[src/rtl/gau_pair_sequencer.sv]
// Pairs each gate sample of a conv frame with its buffered feature sample and
// presents the (feat, gate) pair to the gated activation unit through a one-slot output register.
module gau_pair_sequencer #(
  parameter int N_CH = 4,
  localparam int CW = $clog2(N_CH)
) (
  input  logic          clk,
  input  logic          rst,
  input  logic [15:0]   in_data,
  input  logic          in_valid,
  input  logic          in_last,
  output logic          in_ready,
  output logic [15:0]   out_feat,
  output logic [15:0]   out_gate,
  output logic [CW-1:0] out_ch,
  output logic          out_last,
  output logic          out_valid,
  input  logic          out_ready,
  output logic          err
);

  localparam int DATA_W = 16;
  localparam logic [CW-1:0] LAST_CH = CW'(N_CH - 1);

  typedef enum logic {FILL, PAIR} state_e;

  state_e                   state_q, state_d;
  logic [CW-1:0]            cnt_q, cnt_d;
  logic signed [DATA_W-1:0] feat_buf_q [N_CH];
  logic signed [DATA_W-1:0] feat_q, gate_q;
  logic [CW-1:0]            ch_q;
  logic                     last_q, valid_q, err_q;

  logic accept, cnt_at_last, frame_end;

  assign cnt_at_last = (cnt_q == LAST_CH);
  assign frame_end   = (state_q == PAIR) && cnt_at_last;
  // Feature filling never touches the output slot, so it proceeds even while the slot is stalled.
  assign in_ready    = (state_q == FILL) || !valid_q || out_ready;
  assign accept      = in_valid && in_ready;

  always_comb begin
    cnt_d   = cnt_q;
    state_d = state_q;
    if (accept) begin
      if (cnt_at_last) begin
        cnt_d   = '0;
        state_d = (state_q == FILL) ? PAIR : FILL;
      end else begin
        cnt_d = cnt_q + 1'b1;
      end
      // An early frame marker resynchronises to the start of a new frame.
      if (in_last && !frame_end) begin
        cnt_d   = '0;
        state_d = FILL;
      end
    end
  end

  always_ff @(posedge clk) begin
    if (rst) begin
      state_q <= FILL;
      cnt_q   <= '0;
      valid_q <= 1'b0;
      feat_q  <= '0;
      gate_q  <= '0;
      ch_q    <= '0;
      last_q  <= 1'b0;
      err_q   <= 1'b0;
    end else begin
      state_q <= state_d;
      cnt_q   <= cnt_d;
      if (valid_q && out_ready) begin
        valid_q <= 1'b0;
      end
      if (accept && (state_q == PAIR)) begin
        feat_q  <= feat_buf_q[cnt_q];
        gate_q  <= signed'(in_data);
        ch_q    <= cnt_q;
        last_q  <= cnt_at_last;
        valid_q <= 1'b1;
      end
      if (accept && (in_last != frame_end)) begin
        err_q <= 1'b1;
      end
    end
  end

  always_ff @(posedge clk) begin
    if (accept && (state_q == FILL)) begin
      feat_buf_q[cnt_q] <= signed'(in_data);
    end
  end

  assign out_feat  = feat_q;
  assign out_gate  = gate_q;
  assign out_ch    = ch_q;
  assign out_last  = last_q;
  assign out_valid = valid_q;
  assign err       = err_q;

endmodule

[config.mk]
export PLATFORM = sky130hd
export DESIGN_NAME = gau_pair_sequencer
export DESIGN_NICKNAME = d
export VERILOG_FILES = /design/src/rtl/gau_pair_sequencer.sv
export SDC_FILE = /design/constraint.sdc
export NUM_CORES = 1
export LEC_CHECK = 0
export BUFFER_PORTS_ARGS = -buffer_cell sky130_fd_sc_hd__buf_2
export CAP_MARGIN = 20
export CORE_AREA = 2 2 119 75
export DETAILED_ROUTE_END_ITERATION = 8
export DIE_AREA = 0 0 121 77
export MAX_ROUTING_LAYER = met4
export PLACE_DENSITY = 0.75
export SLEW_MARGIN = 30
export SYNTH_ARGS = -nofsm -noshare
export SYNTH_HDL_FRONTEND = slang
export SYNTH_SLANG_ARGS = --single-unit
[constraint.sdc]
create_clock -name clk -period 5.11 [get_ports clk]
set_clock_uncertainty 0.15 [all_clocks]
set_input_delay 0.2555 -clock clk [delete_from_list [all_inputs] [get_ports clk]]
set_output_delay 0.2555 -clock clk [all_outputs]
set_load 0.03 [all_outputs]
==> results_tabular.tex <==
\begin{tabular}{lr}
\hline
Metric & Value \\
\hline
\multicolumn{2}{l}{\textbf{Floorplan}} \\
Total core area & 8230 um\^{}2 \\
Initial cell density of the core & 48.4\% \\
Horizontal die dimension & 121 um \\
I/O pin count & 59 \\
FP Rows & 26 \\
Total die area & 9320 um\^{}2 \\
Die Ht & 77 um \\
\multicolumn{2}{l}{\textbf{Logic synthesis}} \\
Main combinational cell family by area after synthesis & compound AO/OA/AOI/OAI gates \\
Synth Area in Compound Gates & 9.97\% \\
Post-synthesis sequential element count & 104 \\
Number of cells produced by synthesis & 281 \\
Distinct cells, synth & 26 \\
Post-Synth XOR/XNOR Area & 0\% \\
Avg Synthesized Cell Area & 14.2 um\^{}2 \\
Total number of yosys warnings & 0 \\
Synth Net Count & 307 \\
Mapped cell area & 3980 um\^{}2 \\
Share of synthesized area spent on multiplexers & 9.43\% \\
Sequential fraction of the synthesis area & 68.4\% \\
Fraction of the mapped netlist area in simple logic gates & 6.82\% \\
Adder and majority cell fraction of the synthesized area & 1.57\% \\
\multicolumn{2}{l}{\textbf{Final layout}} \\
Layout cells sized above 1 & 25.6\% \\
Final antenna diode count & 0 \\
Finished Layout Cells & 452 \\
\# fillers & 650 \\
Nets & 361 \\
Layout Area Growth over Synthesis & 16.4\% \\
\multicolumn{2}{l}{\textbf{Placed design}} \\
Hpwl dp & 4870 um \\
Dpl cells & 431 \\
Global placer's final weighted congestion & 0.781 \\
Setup slack after placement & 2610 ps \\
Quantity of I/O buffers inserted on ports & 58 \\
\multicolumn{2}{l}{\textbf{Route}} \\
Total via count in the routed design & 2445 \\
Antenna Nets Post-Route & 0 \\
1st-pass router iterations & 4 \\
Met2 routed wirelength & 3830 um \\
Top Layer Used & met4 \\
Total wirelength of the detailed-routed design & 7890 um \\
Detail-routed via count per cell & 5.41 \\
Number of violations reported at the end of detailed-routing iteration 0 & 177 \\
Post-route DRC & 0 \\
Wire length on met1 & 3620 um \\
Detail-routed net length per standard cell & 17.4 um \\
Routed met3 length & 407 um \\
\multicolumn{2}{l}{\textbf{STA}} \\
Clock period minus worst slack & 2490 ps \\
Fin crit share & 48.7\% \\
Slew Limit Headroom & 41.6\% \\
Achievable Freq & 402 MHz \\
Count of final setup violators & 0 \\
Sum of negative setup slack & 0 ps \\
Setup repair after global routing missed its margin & false \\
Number of max-slew violations in the final report & 0 \\
Worst-Margin Slew & 875 ps \\
Final-report hold violation count & 0 \\
Least setup slack across all paths after layout & 2620 ps \\
\multicolumn{2}{l}{\textbf{Setup path}} \\
Startpoint-to-endpoint class of the critical path & register to register \\
Slowest cell on the critical path & sky130\_fd\_sc\_hd\_\_dfxtp\_1 \\
CP most frequent cell & sky130\_fd\_sc\_hd\_\_ha\_1 \\
Arrival time reported for the critical path endpoint & 2610 ps \\
Worst-path maximum fanout & 21 \\
Max incr delay on CP & 890 ps \\
CP Data Required Time & 5230 ps \\
Crit path buf inv count & 0 \\
Gate family responsible for the most delay along the worst path & flip-flops \\
Setup crit end kind & register \\
Launching element type of the critical path & register \\
Cells along the critical path & ha\_1 > nand2\_1 > ha\_1 > or2\_1 > or4\_1 > a21oi\_1 \\
\multicolumn{2}{l}{\textbf{Hold path}} \\
Worst hold path class & input pin to register \\
\multicolumn{2}{l}{\textbf{Clock network}} \\
Clock tree from TritonCTS & done \\
Number of cells upsized or downsized after cts & 0 \\
CTS buffer count & 9 \\
Sink Count & 104 \\
Clk Latency, worst-skew pair & 340 ps \\
Clock root cell & sky130\_fd\_sc\_hd\_\_clkbuf\_16 \\
Max clock buf depth & 2 \\
Worst-path clk slew & 60 ps \\
H-tree depth reported by CTS & 3 \\
\multicolumn{2}{l}{\textbf{Global route}} \\
Pin count of the biggest net entering global routing & 41 \\
Overflow after GRT & 0 \\
GR Util All Layers & 18.6\% \\
Number of antenna violations at the first check in global routing & 0 \\
Global-route wire length before repair & 12700 um \\
Via count of the first global-routing pass & 2490 \\
\multicolumn{2}{l}{\textbf{Status}} \\
Status & finished, final reports clean \\
\multicolumn{2}{l}{\textbf{Power}} \\
Switching power of the nets & 352 uW \\
Combinational cell fraction of total power & 6.0\% \\
Static leakage & 0.00164 uW \\
Worst IR drop on VDD & 0.000159 V \\
Share of total power consumed by net switching & 20.9\% \\
Cell Int Power & 1330 uW \\
Power share of the clock group & 39.3\% \\
Flop pwr share & 54.7\% \\
Power density over the cells & 363 nW/um\^{}2 \\
\multicolumn{2}{l}{\textbf{Flow run}} \\
Max-cap violations & 0 \\
\hline
\end{tabular}
-- Yosys cell counts, drive strengths merged --
library cell  count  area share [%]
a21oi            38             4.8
a311oi            1            0.22
a31oi             2            0.31
and2              5            0.82
and2b             1            0.19
and3b             1            0.31
buf              12             2.2
clkbuf           10             1.0
dfxtp            40              20
edfxtp           64              48
ha                5             1.6
inv               6            0.57
mux4             16             9.4
nand2             2            0.19
nand2b            1            0.16
nand3            35             4.4
nand4b            1            0.22
nor2              2            0.19
o21ai            37             4.7
or2               1            0.16
or4               1            0.19
-- what timing repair did --
item                                   CTS  global route
setup buffers                            0             0
hold buffers                             5             0
endpoints found under the hold margin   20             0
-- registers in the layout, summed over array words and instances (netlist names) --
name and cells:
out_gate 16, out_last 1, out_valid 1, state_q 1
feat_buf_q 64, out_ch 2, cnt_q 2, out_feat 16
err 1
-- cells by family (layout without fill, tap and decap cells) --
group / after synthesis / count (layout)
DFF: 104 / 104
buffers and inverters: 28 / 87
and+or+nand+nor: 50 / 50
adders and majority gates: 5 / 5
muxes: 16 / 16
AOI/OAI and AO/OA: 78 / 78
-- through the flow --
step                      hold slack [ps]  area [um^2]  power, uW  util, %
after detailed placement              314         4300       1040     52.2
after global routing                 2.54         4630       1740     56.3
after global placement                294         4300       1030     52.2
final                                6.31         4630       1680     56.3
after CTS                            2.33         4630       1690     56.3
after floorplan                       204         3980       1000        -
-- power groups by stage --
stage                     sequential [uW]  combinational [uW]  clock, uW
after floorplan                       951                52.9          0
after global placement                939                96.1          0
after detailed placement              940                98.9          0
after CTS                             922                 102        670
after global routing                  923                 110        710
final                                 921                 101        661
-- per-layer routing --
| metal | vias to the layer above | GRT usage, % |
|---|---|---|
| li1 | 1171 | - |
| met1 | 1214 | 23.7 |
| met2 | 58 | 28.7 |
| met3 | 2 | 7.29 |
| met4 | 0 | 3.72 |
| met5 | - | - |
-- placed cells by master (no fill, tap or decap), drive strengths merged --
cell type	count
edfxtp	64
buf	60
dfxtp	40
a21oi	38
o21ai	37
nand3	35
mux4	16
clkbuf	13
inv	6
ha	5
dlygate4sd3	5
and2	5
nor2	2
a31oi	2
nand2	2
clkinv	2
and3b	1
nand2b	1
and2b	1
or2	1
or4	1
a311oi	1
nand4b	1
bufinv	1
-- worst paths after layout --
| path | slack [ps] | start | cells past startpoint | endpoint |
|---|---|---|---|---|
| setup reg to reg | 2620 | cnt_q[1] | 6 | cnt_q[0] |
| hold reg to reg | 320 | out_gate[5] | 2 | out_gate[5] |
| setup / recovery | 2620 | cnt_q[1] | 6 | cnt_q[0] |
| hold / removal | 6 | in_data[9] | 1 | feat_buf_q[0][9] |
-- layout make-up --
type / instances / area, um^2 / share of cell area (%)
Timing Repair Buffer: 65 / 355 / 7.67
Sequential cell: 104 / 2720 / 58.8
Clock inverter: 3 / 42.5 / 0.918
Clock buffer: 13 / 240 / 5.18
Tap cell: 112 / 140 / 3.02
Multi-Input combinational cell: 149 / 1110 / 24.0
Inverter: 6 / 22.5 / 0.486
(Power assumes the default switching activity.)
